## src/rtl/rf_port_arbiter.sv

```systemverilog
// rtl/rf_port_arbiter.sv - round-robin arbitration of two requesters onto one register file write port and one read port
module rf_port_arbiter #(
   parameter int DATA_W = 16,
   parameter int ADDR_W = 3
) (
   input  logic              clock,
   input  logic              reset,
   input  logic [1:0]        wr_req,
   input  logic [ADDR_W-1:0] wr_addr0,
   input  logic [ADDR_W-1:0] wr_addr1,
   input  logic [DATA_W-1:0] wr_data0,
   input  logic [DATA_W-1:0] wr_data1,
   output logic [1:0]        wr_gnt,
   input  logic [1:0]        rd_req,
   input  logic [ADDR_W-1:0] rd_addr0,
   input  logic [ADDR_W-1:0] rd_addr1,
   output logic [1:0]        rd_gnt,
   output logic [1:0]        rd_valid,
   output logic [DATA_W-1:0] rd_data,
   output logic              rf_wen,
   output logic [ADDR_W-1:0] rf_waddr,
   output logic [DATA_W-1:0] rf_wdata,
   output logic [ADDR_W-1:0] rf_raddr,
   input  logic [DATA_W-1:0] rf_rdata
);

   // Each pointer names the requester favoured on the next contended cycle.
   logic wr_ptr;
   logic rd_ptr;
   logic bypass;

   always_comb begin
      wr_gnt   = wr_req;
      rd_gnt   = rd_req;
      rf_waddr = '0;
      rf_wdata = '0;
      rf_raddr = '0;
      if (wr_req == 2'b11) wr_gnt = wr_ptr ? 2'b10 : 2'b01;
      if (rd_req == 2'b11) rd_gnt = rd_ptr ? 2'b10 : 2'b01;
      if (wr_gnt[0]) begin
         rf_waddr = wr_addr0;
         rf_wdata = wr_data0;
      end else if (wr_gnt[1]) begin
         rf_waddr = wr_addr1;
         rf_wdata = wr_data1;
      end
      if (rd_gnt[0])      rf_raddr = rd_addr0;
      else if (rd_gnt[1]) rf_raddr = rd_addr1;
   end

   assign rf_wen = |wr_gnt;
   // A same-cycle write to the address being read supplies the read data.
   assign bypass = rf_wen && (rf_waddr == rf_raddr);

   always_ff @(posedge clock or posedge reset) begin
      if (reset) begin
         wr_ptr   <= 1'b0;
         rd_ptr   <= 1'b0;
         rd_valid <= 2'b00;
         rd_data  <= '0;
      end else begin
         if (|wr_gnt) wr_ptr <= wr_gnt[0];
         if (|rd_gnt) begin
            rd_ptr  <= rd_gnt[0];
            rd_data <= bypass ? rf_wdata : rf_rdata;
         end
         rd_valid <= rd_gnt;
      end
   end

endmodule

```

## config.mk

```make
export PLATFORM = sky130hd
export DESIGN_NAME = rf_port_arbiter
export DESIGN_NICKNAME = d
export VERILOG_FILES = /design/src/rtl/rf_port_arbiter.sv
export SDC_FILE = /design/constraint.sdc
export NUM_CORES = 1
export LEC_CHECK = 0
export ABC_AREA = 1
export BUFFER_PORTS_ARGS = -buffer_cell sky130_fd_sc_hd__buf_2
export CORE_ASPECT_RATIO = 1.2
export CORE_MARGIN = 1
export CORE_UTILIZATION = 43
export CTS_BUF_LIST = sky130_fd_sc_hd__clkbuf_8
export CTS_CLUSTER_SIZE = 12
export DETAILED_ROUTE_END_ITERATION = 10
export PLACE_DENSITY = 0.89
export SYNTH_ARGS = -nofsm -noshare
export SYNTH_HDL_FRONTEND = slang
export SYNTH_SLANG_ARGS = --single-unit
```

## constraint.sdc

```tcl
create_clock -name clock -period 1.95 [get_ports clock]
set_input_delay 0.195 -clock clock [delete_from_list [all_inputs] [get_ports clock]]
set_output_delay 0.195 -clock clock [all_outputs]
set_load 0.1 [all_outputs]
```

# [After elaboration in Yosys (flattened, before gate mapping)]
# Cells that the tools add are included.
[word_totals] inputBits=66 ff_bits=20
[op_classes] reduce_logical=3 muxes=11 eq_ne=3
[op_table] op="$mux 16" n=3
[op_table] op="$mux 3" n=4
[op_table] op="$mux 2" n=4
[op_table] op="$eq 2x2->1 const B" n=2
[op_table] op="$reduce_or 2->1" n=2
[op_table] op="$eq 3x3->1" n=1
[op_table] op="$logic_and 1x1->1" n=1

# [Longest topological paths before layout]
# Gate-level depths: netlist of run 1.
[logic_depth] ltp_word=7 depth_mapped=14 ltp_nobuf=11

# [Worst setup path after synthesis of run 1]
# No wires, ideal clock.
[synth_path] kind="register to register" from="register wr_ptr" to="register rd_data[10]" period_less_slack_ns=2.729 stages_incl_launch_ff=10 setup_slack_ns=-0.779 setup_ns=0.068 t_arrival_ns=2.661 cell_sequence="dfrtp_1 > inv_1 > nand2_2 > nand2_2 > buf_2 > o22ai_1 > inv_1 > nand3_1 > nand3_1 > nand2_1"
[synth_via] word_cells_on_any_way=10 cone_classes="1 x eq/ne; 7 x mux; 2 x reduce/logical"
[synth_rtl] element="start: declaration" line_no="28" source="logic wr_ptr;"
[synth_rtl] element="start signal: assignment" line_no="62" source="if (|wr_gnt) wr_ptr <= wr_gnt[0];"
[synth_rtl] element="$mux 2 * (2 in a row)" line_no="38" source="if (wr_req == 2'b11) wr_gnt = wr_ptr ? 2'b10 : 2'b01;"
[synth_rtl] element="$mux 16" line_no="43" source="end else if (wr_gnt[1]) begin"
[synth_rtl] element="$mux 16 *" line_no="40" source="if (wr_gnt[0]) begin"
[synth_rtl] element="net rf_wdata[10]" line_no="22" source="output logic [DATA_W-1:0] rf_wdata,"
[synth_rtl] element="$mux 16 *" line_no="65" source="rd_data <= bypass ? rf_wdata : rf_rdata;"
[synth_rtl] element="end signal: assignment" line_no="65"
[synth_rtl] element="end: declaration" line_no="19" source="output logic [DATA_W-1:0] rd_data,"
# Mark *: on every way through the listed nets, which the timed path passes. The rest lies on a longest branch.
# A chain may end at the register's enable or synchronous reset.

# [Worst setup path in the final report of run 1]
[layout_path] from="register wr_ptr" to="output port rf_wdata[0]"
[layout_via] elab_chain_len=4
[layout_lines] element="$mux 2 * (2 in a row)" line_no="38"
[layout_lines] element="$mux 16" line_no="43"
[layout_lines] element="$mux 16 *" line_no="40"
[layout_lines] element="end: declaration" line_no="22"
# Mark *: on every way between the ends. The rest lies on a longest branch, timed or not.

==> results of run 1 <==
## metal layers
metal | track usage (%) | vias up | part of all wire [%] | wire length [um]
met4 | 10.32 | 0 | 1.9 | 102
met2 | 51.09 | 95 | 52 | 2772
met3 | 6.716 | 12 | 7.4 | 392
li1 | - | 999 | - | -
met5 | 0 | - | 0 | 0
met1 | 30.31 | 948 | 38 | 2031
## cells by family after synthesis
family	after synthesis	share of synthesized area (%)
AOI/OAI and AO/OA	18	6.770
buffers and inverters	85	21.69
DFF	20	30.77
and+or+nand+nor	137	40.77
## Yosys cell counts (all sizes together)
library cell	instances
nand3b	4
nor2	3
nand3	41
nand2	89
buf	8
inv	76
dfrtp	20
clkbuf	1
o22ai	16
o21ai	2
## cell type report
type                    count  area (um2)
multi-input cells         155       950.9
clock buffers               3       41.29
fillers                   267       887.1
clock inverters             1       30.03
flip-flops and latches     20       500.5
repair buffers            113       873.3
well taps                  52       65.06
inverters                  76       285.3
## power by group through the flow
stage | sequential, mW | combinational [mW] | clock (mW)
floorplan | 1.09 | 0.848 | 0
global placement | 0.545 | 1.79 | 0
detailed placement | 0.545 | 1.82 | 0
CTS | 0.537 | 1.82 | 0.426
global route | 0.545 | 1.90 | 0.444
finish | 0.538 | 1.82 | 0.431
## per-stage QoR
step,worst slack [ns],hold slack [ns],utilization (%)
floorplan,0.02552,0.1588,-
global placement,0.3692,0.3582,73.62
detailed placement,0.2617,0.3798,73.62
CTS,0.09443,0.09657,75.59
global route,0.01702,0.1352,75.59
finish,0.08223,0.06764,75.59
## how the worst min path moves through the flow
stage | endpoint | slack (ns) | cells after the start
finish | rd_data[0]$_DFFE_PP0P_ | 0.07 | 2
global route | rd_data[11]$_DFFE_PP0P_ | 0.14 | 2
CTS | rd_data[1]$_DFFE_PP0P_ | 0.1 | 2
detailed placement | rd_data[13]$_DFFE_PP0P_ | 0.38 | 2
global placement | rd_data[11]$_DFFE_PP0P_ | 0.36 | 2
floorplan | rd_data[0]$_DFFE_PP0P_ | 0.16 | 1
## flip-flops by register name (all words and copies together), names as in the netlist
register,cells
rd_data,16
rd_valid,2
rd_ptr,1
wr_ptr,1
==> results.toml, run 1 <==
[run_status]
status = "finished clean"

[cts]
cts_tree = "built"
cts-htree-levels = 1
cts_buffer_depth = 2
post_cts_buffers = 0
cts_root_buffer = "clkbuf_8"
cts.sinks = 20
clkSlewWorstSetupHoldPaths_ns = 0.08
clk_latency_ns = 0.27
cts_resized = 0
hold_buffers = 0
cts_buffers = 3

[synth]
avgSynthCellArea_um2 = 6.256
syn_nets = 326
yosysSeqAreaShare_pct = 30.77
yosysUniqueCellTypes = 15
synth-seq-cells = 20
synth_cells = 260
synth_area_leaders = "dfrtp_1 31%, inv_1 18%, nand2_1 18%"
yosysWarnings = 0
syn_area_um2 = 1627
yosysTopAreaCellShare_pct = 30.77
yosysTopAreaCell = "dfrtp_1"

[floorplanning]
initial_core_util_pct = 44.77
core_um2 = 3633
die_w_um = 58.15
pin_count = 111
die_height_um = 69.38
dieArea_um2 = 4034
row_count = 24

[run]
max-cap-violations = 0

[sta]
slew_headroom_pct = 46.54
rsz0062_at_grt = "false"
tightest_slew_ns = 0.8010
setup_viol = 0
fmax_mhz = 535.4
post-route-min-period_ns = 1.868
maxSlewViolCount = 0
tns_ns = 0
finClkSkew_ns = 0.003805
hold_violations = 0
finalCritPeriodShare_pct = 95.78

[finish]
fin_nets = 435
final_common_cell = "buf_2"
area_growth_pct = 68.85
design_area_um2 = 2746
final_cell_mix = "90 x buf_2, 76 x inv_1, 72 x nand2_1, 41 x nand3_1"
diodes = 0
stdcell_count = 420
layout-drive-gt1-share_pct = 41.58

[setup_path]
cp_max_fo = 15
critPathTopFamily = "buffers and inverters"
critPathBufInv = 2
arrival_ns = 1.67
critPathCapture = "rf_wdata[0]"
cpPeakStageDelay_ns = 0.42
crit_start = "wr_ptr$_DFFE_PP0N_"
r2r-start = "rd_ptr$_DFFE_PP0P_"
worstSetupPathType = "reg2out"
cp.required_ns = 1.75
crit_chain = "nand2_4, nand2_2, buf_4, o22ai_2, buf_12"
cp_num_cells = 5
r2r-end = "rd_data[3]$_DFFE_PP0P_"
reg2reg_depth = 11
ff2ff_setup_slack_ns = 0.24
endpoint_kind = "output port"
start_kind = "register"
slowest_stage = "dfrtp_1"

[global_route]
antenna_found_initial = 0
track_usage_pct = 27.98
grt_pass1_wl_um = 8769
grt_max_degree = 21
overflow = 0
grt_pass1_vias = 2041

[routing]
drt_pre_antenna_iters = 4
drt_iter0_drc = 97
viasPerCell = 4.890
wl_um = 5299
wl_per_cell_um = 12.62
postRouteAntennaNets = 0
vias = 2054
drcViolationCount = 0

[power_and_ir_drop]
total_power_mw = 2.788
combPwrFrac_pct = 65.3
p_int_mw = 1.193
power_frac_seq_pct = 19.3
ir_drop_mv = 0.5318
p_sw_mw = 1.595
p_clk_share_pct = 15.4
p_leak_nw = 1.671
power_density_nw_per_um2 = 1015
p_sw_share_pct = 57.20

[min_path]
hp-class = "in2async"

[placed_design]
dpl.cell_count = 416
numPortBuffers = 110
globalplace.congestion = 0.8279
dpl_cell_area_um2 = 2675
dp_hpwl_um = 4335
Power figures use the tool's default switching activity.
==> run 2: changes to the inputs <==
--- a/config.mk
+++ b/config.mk
@@ -5,11 +5,10 @@
 export SDC_FILE = /design/constraint.sdc
 export NUM_CORES = 1
 export LEC_CHECK = 0
-export ABC_AREA = 1
 export BUFFER_PORTS_ARGS = -buffer_cell sky130_fd_sc_hd__buf_2
 export CORE_ASPECT_RATIO = 1.2
 export CORE_MARGIN = 1
-export CORE_UTILIZATION = 43
+export CORE_UTILIZATION = 39
 export CTS_BUF_LIST = sky130_fd_sc_hd__clkbuf_8
 export CTS_CLUSTER_SIZE = 12
 export DETAILED_ROUTE_END_ITERATION = 10
@@ -17,3 +16,4 @@
 export SYNTH_ARGS = -nofsm -noshare
 export SYNTH_HDL_FRONTEND = slang
 export SYNTH_SLANG_ARGS = --single-unit
+export TNS_END_PERCENT = 20
==> run 2 against run 1 <==
- core utilization up 0.87 points
- clock-buffer cell count unchanged
- synthesized area down 23%
- routed wire length down 1.8%
- synthesized cell count down 52%
- largest cell class is now non-clock buffers
- via count down 25%
- die area down 15%
- sequential power down 7.1%
- flip-flop and latch count unchanged
- global-route usage up 2.8 points
- setup slack worse by 0.071 ns
- clock skew down 0.0025 ns
==> results.toml, run 2 <==
[run_status]
status = "finished clean"

[floorplanning]
initial_core_util_pct = 40.95
row_count = 22
core_um2 = 3055
dieArea_um2 = 3440
pin_count = 111
die_w_um = 53.71
die_height_um = 64.05

[setup_path]
cp.required_ns = 2.10
cpPeakStageDelay_ns = 0.41
endpoint_kind = "register"
cp_max_fo = 8
worstSetupPathType = "reg2reg"
critPathCapture = "rd_data[1]$_DFFE_PP0P_"
reg2reg_depth = 7
start_kind = "register"
crit_chain = "nand2b_4, a32o_4, a21boi_4, o211ai_4, buf_12, mux2i_2, o21ai_1"
critPathBufInv = 1
cp_num_cells = 7
slowest_stage = "dfrtp_1"
critPathTopFamily = "compound AO/OA/AOI/OAI gates"
r2r-end = "rd_data[1]$_DFFE_PP0P_"
arrival_ns = 2.09
ff2ff_setup_slack_ns = 0.01
crit_start = "rd_ptr$_DFFE_PP0P_"
r2r-start = "rd_ptr$_DFFE_PP0P_"

[cts]
cts_root_buffer = "clkbuf_8"
cts_buffer_depth = 2
clkSlewWorstSetupHoldPaths_ns = 0.08
clk_latency_ns = 0.27
cts_tree = "built"
cts.sinks = 20
cts_buffers = 3
cts-htree-levels = 1

[placed_design]
dp_hpwl_um = 3732
dpl_cell_area_um2 = 2176
globalplace.congestion = 0.9526
numPortBuffers = 110
dpl.cell_count = 266
place_ws_ns = -0.05597

[finish]
post-route-util_pct = 76.45
final_common_cell = "buf_2"
regMostFlops = "rd_data"
stdcell_count = 275
design_area_um2 = 2336
largest_reg_flops = 16
area_growth_pct = 86.70
layout-drive-gt1-share_pct = 63.71
num-fill-cells = 186
fin_nets = 304
final_cell_mix = "89 x buf_2, 22 x buf_12, 20 x dfrtp_1, 18 x nand2_1"
largestRegisters = "rd_data x16, rd_valid x2"

[sta]
finalWorstSetupSlack_ns = 0.01125
tightest_slew_ns = 0.7680
hold_ws_ns = 0.06245
fmax_mhz = 515.8
slew_headroom_pct = 48.74
hold_violations = 0
post-route-min-period_ns = 1.939
maxSlewViolCount = 0
finalCritPeriodShare_pct = 99.42
setup_viol = 0
rsz0062_at_grt = "true"
tns_ns = 0
finClkSkew_ns = 0.001347

[power_and_ir_drop]
p_leak_nw = 1.257
total_power_mw = 2.365
ir_drop_mv = 0.7408
power_density_nw_per_um2 = 1012

[synth]
avgSynthCellArea_um2 = 10.09
syn_area_um2 = 1251
yosysWarnings = 0
synth-seq-cells = 20
synth.most_common_cell = "dfrtp_1"
synth_area_leaders = "dfrtp_1 40%, a22o_2 13%, mux2i_1 13%"
synth_edf_count = 0
ys.flop_type = "dfrtp_1"
syn_nets = 190
yosysTopAreaCellShare_pct = 40.00
yosysUniqueCellTypes = 26
yosysTopAreaCell = "dfrtp_1"
synth_common_cells = "20 x dfrtp_1, 18 x nand2_1, 16 x a22o_2, 16 x mux2i_1, 16 x o21ai_1"
synth_cells = 124
postSynth.asyncResetShare_pct = 100.0
yosysSeqAreaShare_pct = 40.00

[routing]
postRouteAntennaNets = 0
wl_um = 5202
drcViolationCount = 0
vias = 1548
drt_iter0_drc = 52
wl_per_cell_um = 18.92
drt_pre_antenna_iters = 5
viasPerCell = 5.629

[min_path]
hp-class = "in2async"

[run]
max-cap-violations = 0

[global_route]
grt_pass1_wl_um = 7327
antenna_found_initial = 1
track_usage_pct = 30.80
grt_max_degree = 33
overflow = 0
grt_pass1_vias = 1509
## run 2: cell count changes after synthesis, moves of 3 or more
cell and delta:
nand2_1 -58, nand3b_1 -3, mux2i_1 +16, nand2_4 -3, a22o_2 +16, o22ai_1 -16
inv_1 -70, o21ai_1 +16, nand2_2 -10, clkbuf_1 +3, nand3_1 -40, a32oi_1 +4
## run 2: where the power goes
part / total, mW / switching, mW / internal (mW) / leakage [nW]
Sequential: 0.500 / 0.0332 / 0.467 / 0.240
Combinational: 1.43 / 1.03 / 0.407 / 0.981
Clock: 0.431 / 0.157 / 0.275 / 0.0357
## run 2: worst min path at each step
stage / start / to / depth (start not counted)
floorplan: reset / rd_data[0]$_DFFE_PP0P_ / 1
global placement: reset / rd_valid[1]$_DFF_PP0_ / 2
detailed placement: reset / rd_valid[0]$_DFF_PP0_ / 2
CTS: reset / rd_valid[0]$_DFF_PP0_ / 2
global route: reset / rd_data[9]$_DFFE_PP0P_ / 2
finish: reset / rd_data[7]$_DFFE_PP0P_ / 2
## run 2: cell type report
cell class,instances,area [um2],area share (%)
clock inverters,1,30.03,1.285
clock buffers,3,41.29,1.768
repair buffers,117,948.4,40.60
diodes,2,5.005,0.2142
multi-input cells,90,743.2,31.82
inverters,6,22.52,0.9641
well taps,36,45.04,1.928
flip-flops and latches,20,500.5,21.42
## run 2: what timing repair did
action / CTS / global route
cloned: 0 / 1
pin swaps: 0 / 1
buffers inserted: 0 / 2
resized for setup: 4 / 5
endpoints found under the setup margin: 30 / 25
hold buffers: 0 / 0
## run 2: worst register-to-register path: cells and delay by family, from the launching register on
kind	cells	cell delay, ns
simple gates	1	0.17
mux	1	0.24
buf+inv	1	0.18
flops	1	0.41
compound gates	4	0.81
## run 2: cell families (layout without fill, tap and decap cells)
kind of cell,count (synthesis),count (layout),synth area share [%]
AO/OA/AOI/OAI,44,44,29.10
XOR/XNOR,2,2,1.400
buffers and inverters,14,127,6.599
flip-flops,20,20,40.00
multiplexers,16,16,12.80
other,0,2,0
AND/OR/NAND/NOR,28,28,10.10
## run 2: routing by layer
metal	up-vias	track usage (%)	part of all wire, %	wire, um
li1	680	-	-	-
met5	-	0	0	0
met3	26	5.476	7.5	388
met2	114	52.93	54	2804
met1	728	32.93	33	1727
met4	0	19.41	5.4	280
==> run 3: changes to the inputs <==
--- a/config.mk
+++ b/config.mk
@@ -9,7 +9,7 @@
 export CORE_ASPECT_RATIO = 1.2
 export CORE_MARGIN = 1
 export CORE_UTILIZATION = 39
-export CTS_BUF_LIST = sky130_fd_sc_hd__clkbuf_8
+export CTS_BUF_LIST = sky130_fd_sc_hd__clkbuf_4 sky130_fd_sc_hd__clkbuf_8
 export CTS_CLUSTER_SIZE = 12
 export DETAILED_ROUTE_END_ITERATION = 10
 export PLACE_DENSITY = 0.89
==> run 3 against run 2 <==
- the flow now finishes with violations (negative setup slack)
- die area unchanged
- worst hold slack got worse by 0.053 ns
- final cell count decreased by 1.8%
- sequential power about the same
- combinational power about the same
- register-to-register slack got worse by 0.04 ns
- total power decreased by 4.1%
- first-iteration DRC count increased by 5.8%
==> results.toml, run 3 (synthesized netlist as in run 2, its figures left out) <==
[run_status]
status = "finished with violations"
violations = "negative setup slack"

[power_and_ir_drop]
power_density_nw_per_um2 = 995.6
ir_drop_mv = 0.6522
p_leak_nw = 1.226
total_power_mw = 2.267

[floorplanning]
die_height_um = 64.05
initial_core_util_pct = 40.95
pin_count = 111
row_count = 22
dieArea_um2 = 3440
core_um2 = 3055
die_w_um = 53.71

[setup_path]
cp.required_ns = 2.14
r2r-start = "rd_ptr$_DFFE_PP0P_"
arrival_ns = 2.16
ff2ff_setup_slack_ns = -0.02
reg2reg_depth = 7
cp_max_fo = 16
crit_start = "rd_ptr$_DFFE_PP0P_"
start_kind = "register"
critPathCapture = "rd_data[2]$_DFFE_PP0P_"
worstSetupPathType = "reg2reg"
r2r-end = "rd_data[2]$_DFFE_PP0P_"
endpoint_kind = "register"

[placed_design]
dpl_cell_area_um2 = 2176
numPortBuffers = 110
place_ws_ns = -0.05597
globalplace.congestion = 0.9526
dp_hpwl_um = 3732
dpl.cell_count = 266

[sta]
finalCritPeriodShare_pct = 101.3
post-route-min-period_ns = 1.974
maxSlewViolCount = 0
slew_headroom_pct = 47.54
finClkSkew_ns = 0.006261
rsz0062_at_grt = "true"
tns_ns = -0.03758
fmax_mhz = 506.5
setup_viol = 2
finalWorstSetupSlack_ns = -0.02443
tightest_slew_ns = 0.7861
hold_ws_ns = 0.009294
hold_violations = 0

[routing]
viasPerCell = 5.696
vias = 1538
wl_per_cell_um = 19.80
wl_met2_um = 2785
drt_pre_antenna_iters = 4
drcViolationCount = 0
drt_iter0_drc = 55
wl_met1_um = 1846
wl_met3_um = 400
postRouteAntennaNets = 0
top_layer = "met4"
wl_um = 5346

[cts]
clk_latency_ns = 0.31
cts-htree-levels = 1
post_cts_buffers = 0
cts_buffer_depth = 2
hold_buffers = 0
cts_tree = "built"
cts_buffers = 3
cts.sinks = 20
clkSlewWorstSetupHoldPaths_ns = 0.12
cts_root_buffer = "clkbuf_4"

[finish]
num-fill-cells = 201
final_common_cell = "buf_2"
stdcell_count = 270
largestRegisters = "rd_data x16, rd_valid x2"
layout-drive-gt1-share_pct = 63.68
regArea_um2 = 501.7
post-route-util_pct = 74.53
largest_reg_flops = 16
design_area_um2 = 2277
fin_nets = 301
multi_input_comb_area_um2 = 743.2
diodes = 0
final_cell_mix = "89 x buf_2, 22 x buf_12, 19 x dfrtp_1, 18 x nand2_1"
regMostFlops = "rd_data"
area_growth_pct = 82.00

[global_route]
grt_pass1_wl_um = 6996
grt_pass1_vias = 1472
antenna_found_initial = 0
overflow = 0
track_usage_pct = 29.23
grt_max_degree = 33

[run]
max-cap-violations = 0

[min_path]
hp-class = "in2async"
[run 3: routing by layer]
metal,vias to the layer above,track usage [%]
li1,671,-
met2,113,51.85
met3,30,5.000
met5,-,0
met1,724,31.02
met4,0,15.79
[run 3: area by class of cell]
cell class | count | area share [%]
clock inverter | 1 | 1.319
tap | 36 | 1.978
clock buffer | 3 | 0.9890
timing repair buffer | 114 | 40.06
inverter | 6 | 0.9890
sequential | 20 | 22.03
multi-input combinational | 90 | 32.64
[run 3: power by group]
group	total [mW]	switching, mW	internal, mW
clock network	0.347	0.139	0.208
logic	1.42	1.03	0.391
registers	0.503	0.0354	0.467
[run 3: repair_timing]
item / 4_1_cts / 5_1_grt
gates resized for setup: 3 / 8
hold endpoints to repair: 0 / 0
setup endpoints to repair: 23 / 33
[run 3: worst max-delay path: stages, from the launching register on]
cell      delay (ns)
dfrtp_1         0.44
nand2b_4        0.18
a32o_4          0.35
a21boi_4        0.15
o211ai_4        0.18
buf_12          0.19
mux2i_1         0.24
o21ai_1         0.11
[run 3: worst min path at each step]
stage,from,endpoint,slack (ns),depth (start not counted)
floorplan,reset,rd_data[0]$_DFFE_PP0P_,0.16,1
global placement,reset,rd_valid[1]$_DFF_PP0_,0.35,2
detailed placement,reset,rd_valid[0]$_DFF_PP0_,0.38,2
CTS,reset,rd_valid[0]$_DFF_PP0_,0.02,2
global route,reset,rd_data[9]$_DFFE_PP0P_,0.05,2
finish,reset,rd_data[7]$_DFFE_PP0P_,0.009,2
